### config.mk
export PLATFORM = sky130hd
export DESIGN_NAME = graded_counter_bank
export DESIGN_NICKNAME = d
export VERILOG_FILES = /design/src/rtl/graded_counter_bank.sv
export SDC_FILE = /design/constraint.sdc
export NUM_CORES = 1
export LEC_CHECK = 0
export ABC_AREA = 1
export CORE_ASPECT_RATIO = 2
export CORE_MARGIN = 2
export CORE_UTILIZATION = 40
export CTS_CLUSTER_DIAMETER = 80
export CTS_CLUSTER_SIZE = 40
export DETAILED_ROUTE_END_ITERATION = 8
export SYNTH_ARGS = -nofsm -noshare
export SYNTH_HDL_FRONTEND = slang
export SYNTH_SLANG_ARGS = --single-unit
### constraint.sdc
create_clock -name clk -period 1.9 [get_ports clk]
set_input_delay 0.285 -clock clk [delete_from_list [all_inputs] [get_ports clk]]
set_output_delay 0.285 -clock clk [all_outputs]
set_load 0.01 [all_outputs]
### src/rtl/graded_counter_bank.sv
// graded_counter_bank: a bank of event counters whose widths grow by STEP_W per
// channel. Each channel counts, then wraps or saturates, and keeps a sticky
// overflow flag. A snapshot engine captures all channels in one cycle and
// streams the captured values out, one channel per valid/ready handshake.
//
// state  | meaning
// IDLE   | no stream in progress; snap_req captures all channels
// STREAM | presenting snapshot[beat]; advances on out_valid && out_ready
module graded_counter_bank #(
  parameter int CHANNELS = 3,
  parameter int BASE_W   = 1,
  parameter int STEP_W   = 2,
  parameter bit MODE_SAT = 1'b0,
  localparam int OUT_W   = BASE_W + STEP_W * (CHANNELS - 1),
  localparam int CH_W    = $clog2(CHANNELS) + 1
) (
  input  logic                clk,
  input  logic                rst,
  input  logic [CHANNELS-1:0] inc_en,
  input  logic [CHANNELS-1:0] clr,
  input  logic                snap_req,
  output logic                snap_busy,
  output logic                out_valid,
  input  logic                out_ready,
  output logic [CH_W-1:0]     out_ch,
  output logic [OUT_W-1:0]    out_data,
  output logic                out_ovf,
  output logic                out_last
);

  typedef enum logic {IDLE = 1'b0, STREAM = 1'b1} state_t;

  state_t                     state_q, state_d;
  logic [CH_W-1:0]            beat_q, beat_d;
  logic [CHANNELS*OUT_W-1:0]  cnt_flat;
  logic [CHANNELS-1:0]        ovf_vec;
  logic [CHANNELS*OUT_W-1:0]  snap_data_q;
  logic [CHANNELS-1:0]        snap_ovf_q;
  logic                       capture;
  logic                       is_last;

  assign capture = (state_q == IDLE) && snap_req;
  assign is_last = (beat_q == CH_W'(CHANNELS - 1));

  for (genvar i = 0; i < CHANNELS; i++) begin : g_ch
    localparam int W = BASE_W + STEP_W * i;
    logic [W-1:0] cnt_q, cnt_d;
    logic         ovf_q, ovf_d;

    // Clear wins over increment; a capture clears the flag unless this same
    // cycle overflows again, so no overflow event is ever dropped.
    always_comb begin
      cnt_d = cnt_q;
      ovf_d = ovf_q;
      if (clr[i]) begin
        cnt_d = '0;
        ovf_d = 1'b0;
      end else begin
        if (capture) ovf_d = 1'b0;
        if (inc_en[i]) begin
          if (cnt_q == {W{1'b1}}) begin
            cnt_d = MODE_SAT ? cnt_q : '0;
            ovf_d = 1'b1;
          end else begin
            cnt_d = cnt_q + W'(1);
          end
        end
      end
    end

    // Live counter and sticky overflow registers.
    always_ff @(posedge clk) begin
      if (rst) begin
        cnt_q <= '0;
        ovf_q <= 1'b0;
      end else begin
        cnt_q <= cnt_d;
        ovf_q <= ovf_d;
      end
    end

    assign cnt_flat[i*OUT_W +: OUT_W] = OUT_W'(cnt_q);
    assign ovf_vec[i]                 = ovf_q;
  end

  // State, beat index and snapshot registers; snapshot takes pre-update values.
  always_ff @(posedge clk) begin
    if (rst) begin
      state_q     <= IDLE;
      beat_q      <= '0;
      snap_data_q <= '0;
      snap_ovf_q  <= '0;
    end else begin
      state_q <= state_d;
      beat_q  <= beat_d;
      if (capture) begin
        snap_data_q <= cnt_flat;
        snap_ovf_q  <= ovf_vec;
      end
    end
  end

  // Next-state: snap_req only honoured in IDLE, stream ends after last beat.
  always_comb begin
    state_d = state_q;
    beat_d  = beat_q;
    case (state_q)
      IDLE: begin
        if (snap_req) begin
          state_d = STREAM;
          beat_d  = '0;
        end
      end
      STREAM: begin
        if (out_ready) begin
          if (is_last) begin
            state_d = IDLE;
            beat_d  = '0;
          end else begin
            beat_d = beat_q + CH_W'(1);
          end
        end
      end
      default: begin
        state_d = IDLE;
        beat_d  = '0;
      end
    endcase
  end

  // Outputs: driven from snapshot[beat] in STREAM, all zero otherwise.
  always_comb begin
    snap_busy = 1'b0;
    out_valid = 1'b0;
    out_ch    = '0;
    out_data  = '0;
    out_ovf   = 1'b0;
    out_last  = 1'b0;
    if (state_q == STREAM) begin
      snap_busy = 1'b1;
      out_valid = 1'b1;
      out_ch    = beat_q;
      out_last  = is_last;
      for (int i = 0; i < CHANNELS; i++) begin
        if (beat_q == CH_W'(i)) begin
          out_data = snap_data_q[i*OUT_W +: OUT_W];
          out_ovf  = snap_ovf_q[i];
        end
      end
    end
  end

endmodule

[Word-level counts from Yosys, hierarchy flattened]
Index checks and enable logic that the tools add are counted.
Word-level totals
  logic and storage cells: 58
  register bits after elaboration: 28
  output and inout port bits: 12
  input port bits: 10
Cells by class
  eq/ne operators: 6
  $add $sub $neg: 4
  bitwise operators: 1
  multiplexer cells: 31
  reduce and logical (&&, ||, !) cells: 6
Operator list (number)
  two-way mux 1 bit: 20
  two-way mux 5 bit: 4
  two-way mux 3 bit: 5
  adder 3 x 1 -> 3 bit, second input constant: 2
  case mux 3 bit (2 select lines): 1
  OR reduction 2 bit: 3
  adder 5 x 1 -> 5 bit, second input constant: 1
  equality test 5 bit, second input constant: 1
  != test 2 bit, second input constant: 2
  equality test 3 x 1 -> 1 bit, second input constant: 1
  equality test 3 x 2 -> 1 bit, second input constant: 1
  equality test 3 bit, second input constant: 1
  logical NOT 3 bit: 1
  case mux 1 bit (2 select lines): 1
  AND reduction 2 bit: 1
  adder 1 bit, second input constant: 1
  logical AND 1 bit: 1
  NOT 1 bit: 1

[Depth between registers and ports, before layout]
  depth in word-level cells: 5
  mapped depth: 7
  mapped depth without buffers: 7

[Worst setup path before layout]
OpenSTA, ideal clock, no wires.
  path kind: register to output
  start point: register state_q
  end point: output out_data[1]
  stages on the path, launching flop included: 8
  data required time: 1.615 ns
  slack: 0.585 ns
  buffers on the path: 1
  arrival: 1.030 ns
  cells stage by stage: dfxtp_1 -> buf_6 -> nand2_1 -> inv_1 -> nand2_1 -> inv_2 -> nand2_1 -> nand2_1
On the way
  longest elaborated chain between the ends: 1
RTL lines
  start: declaration: RTL line 33  | state_t state_q, state_d;
  start signal: assignment: RTL line 94  | state_q <= state_d;
  two-way mux 5 bit: RTL line 139  | if (state_q == STREAM) begin
  end: declaration: RTL line 26  | output logic [OUT_W-1:0] out_data,
No other way between the ends.

[Worst setup path after layout]
  start point: register beat_q[0]
  end point: output out_last
On the way
  longest elaborated chain between the ends: 2
RTL lines
  start: declaration: RTL line 34  | logic [CH_W-1:0] beat_q, beat_d;
  start signal: assignment: RTL line 95  | beat_q <= beat_d;
  equality test 3 x 2 -> 1 bit: RTL line 43  | assign is_last = (beat_q == CH_W'(CHANNELS - 1));
  two-way mux 1 bit: RTL line 139
  end: declaration: RTL line 28  | output logic out_last
No other way between the ends.

==> impl_metrics.toml <==
[die]
rows = 29
die-area_um2 = 3709
ioPinCount = 22
coreArea_um2 = 3120
die_height_um = 84.16
initial_core_util = 0.4118
die_width_um = 44.08

[finish]
fin_nets = 215
antenna_cells = 0
synthToLayoutAreaGrowth_pct = 20.93
layout-drive-gt1-share = 0.08040
utilization = 0.4980
finalNonFillerCells = 230

[pwr]
power_density_nw_per_um2 = 678.1
swShare = 0.2347
p_sw_uw = 247.3
clkPwrFrac = 0.288
seq_power_share = 0.593
power.leakage_nw = 0.7059
comb_power_share = 0.119
ir_drop_mv = 0.4245
p_int_uw = 806.4

[routing]
viasPerCell = 5.004
wirelength_mm = 2.594
vias = 1151
first_pass_iters = 4
initialDrtViolationCount = 31
wl_per_cell_um = 11.28
ant_nets = 0
route.detailed.drc = 0

[synth]
synth_area_leaders = "dfxtp_1, nand2_1, nor2_1, a21oi_1, o21ai_0"
ys_seq_area_frac = 0.4362
synthDistinctLibCells = 19
synth_compound_area_frac = 0.1305
synth_fa_ha_area_frac = 0.03895
synthCells = 180
yosys.area.top_type_share = 0.4362
muxShareOfSynthArea = 0
synth-seq-cells = 28
synthSimpleGateAreaFrac = 0.2833
synth_top_family_by_area = "simple AND/OR/NAND/NOR gates"
yosys.area.top_type = "dfxtp_1"
synth_xor_area_frac = 0
avgSynthCellArea_um2 = 7.139
synth_nets = 194
yosys_warnings = 0
synth_area_um2 = 1285

[clocking]
clock-root-buffer = "clkbuf_8"
clock_path_buffers = 2
cts_max_level = 1
clk_latency_ns = 0.26
clk_pin_slew_ns = 0.08
cts_tree = "yes"
clkSinkCount = 28
cts_buffers = 3
ctsHoldBuffers = 0
postCtsSetupBuffers = 0

[sta]
worstMarginPinSlew_ns = 0.3128
hold_viol_final = 0
finalSetupViolations = 0
slew_headroom = 0.7912
fin_skew_ns = 0.003158
setup_ws_ns = 0.1279
final-max-slew-violation-count = 0
rsz0062_at_grt = "no"
period_needed_ns = 1.772
fmax_mhz = 564.3
min_period_over_period = 0.9327

[global_route]
grt_overflow_total = 0
antenna_found_initial = 0
grt_pass1_vias = 1181
grt_max_degree = 23
grt_pass1_wl_mm = 4.788
grt_usage = 0.1658

[hold_path]
hp-class = "flop to flop"

[critical_path]
cpMaxStageDelayCell = "clkdlybuf4s50_1"
cp_top_family = "buffers and inverters"
crit_chain = "nor2_4 -> nand2_1 -> inv_2 -> clkdlybuf4s50_1"
required_ns = 1.62
worstPathArrival_ns = 1.49
cp-end-kind = "primary output"
setup.worst_path.start_class = "flop"
path_max_fanout = 8
critical_path_class = "flop to primary output"
slowest_delay_ns = 0.53
path_buf_inv = 2

[run_status]
status = "complete, no violations"

[place]
preCtsSetupSlack_ns = 0.1195
place.gp.congestion = 0.8518
io_buffers = 21
dpl.cell_count = 227
dp_hpwl_mm = 2.118

[job]
drv_cap = 0
## Yosys cell counts, drive strengths merged
cell type / instances
buf: 6
nand2: 35
nor3: 5
ha: 4
nor3b: 2
or2: 2
nor2: 30
dfxtp: 28
a211oi: 1
inv: 23
nand3: 12
o21ai: 15
a21oi: 17
## path summary, 6_finish.rpt
check | startpoint | endpoint | slack, ns | depth (start not counted)
worst max-delay path | beat_q[0]$_SDFFE_PP0P_ | out_last | 0.13 | 4
worst min register to register | g_ch[0].ovf_q$_SDFF_PP0_ | g_ch[0].ovf_q$_SDFF_PP0_ | 0.45 | 2
worst max register to register | g_ch[2].cnt_q[0]$_SDFFE_PP0P_ | g_ch[2].cnt_q[3]$_SDFFE_PP0P_ | 0.56 | 7
worst min-delay path | g_ch[0].ovf_q$_SDFF_PP0_ | g_ch[0].ovf_q$_SDFF_PP0_ | 0.45 | 2
## worst register-to-register path, stage by stage, from the launching register on
cell,delay (ns)
dfxtp_1,0.38
ha_1,0.19
inv_1,0.06
nor3_1,0.15
ha_1,0.17
nand2_1,0.06
nand2_1,0.14
nor3_1,0.07
## sequential cells by signal, summed over array words and instances, names as in the netlist
register	flops
g_ch.cnt_q	9
snap_data_q	9
beat_q	3
g_ch.ovf_q	3
snap_ovf_q	3
state_q	1
## per-stage QoR
step / total power, mW / setup TNS [ns] / hold slack, ns / area (um^2)
floorplan: 0.7222 / 0 / 0.3541 / 1285
global placement: 0.7629 / 0 / 0.4460 / 1488
detailed placement: 0.7668 / 0 / 0.4466 / 1488
CTS: 1.076 / -0.04945 / 0.4598 / 1536
global route: 1.119 / 0 / 0.4845 / 1554
finish: 1.054 / 0 / 0.4549 / 1554
## cell type report
| type | instances | area, um^2 |
|---|---|---|
| Inverter | 23 | 88.84 |
| Fill cell | 337 | 1567 |
| Multi-Input combinational cell | 123 | 594.3 |
| Tap cell | 31 | 38.79 |
| Clock buffer | 3 | 41.29 |
| Timing Repair Buffer | 22 | 221.5 |
| Sequential cell | 28 | 569.3 |
## cells by family after synthesis
logic type                 count (synthesis)
AOI/OAI and AO/OA                         33
adders and majority gates                  4
and+or+nand+nor                           86
DFF                                       28
buffers and inverters                     29
## placed cells by master (no fill, tap or decap), drive strengths merged
cell type	netlist	layout
nor3	5	5
clkdlybuf4s50	0	15
nor2	30	30
o21ai	15	15
nand3	12	12
dlymetal6s2s	0	3
dfxtp	28	28
or2	2	2
dlygate4sd2	0	3
a21oi	17	17
buf	6	1
clkbuf	0	3
nand2	35	35
a211oi	1	1
ha	4	4
inv	23	23
nor3b	2	2
## repair_timing
| item | CTS | global route |
|---|---|---|
| pin swaps | 1 | 0 |
| setup endpoints to repair | 7 | 3 |
| gates cloned | 0 | 0 |
| gates resized for setup | 8 | 7 |
## power groups by stage
stage	Combinational, mW	Sequential [mW]	Clock (mW)
after floorplan	0.0873	0.635	0
after global placement	0.124	0.638	0
after detailed placement	0.127	0.640	0
after CTS	0.127	0.627	0.322
after global routing	0.144	0.629	0.345
final	0.125	0.625	0.304
## routing by layer
| metal | track usage | up-vias | part of all wire |
|---|---|---|---|
| li1 | - | 612 | - |
| met1 | 0.1646 | 514 | 0.39 |
| met2 | 0.3182 | 20 | 0.57 |
| met3 | 0.01935 | 5 | 0.029 |
| met4 | 0.07163 | 0 | 0.018 |
| met5 | 0 | - | 0 |
Note: power is estimated with default switching activity, not from simulation.
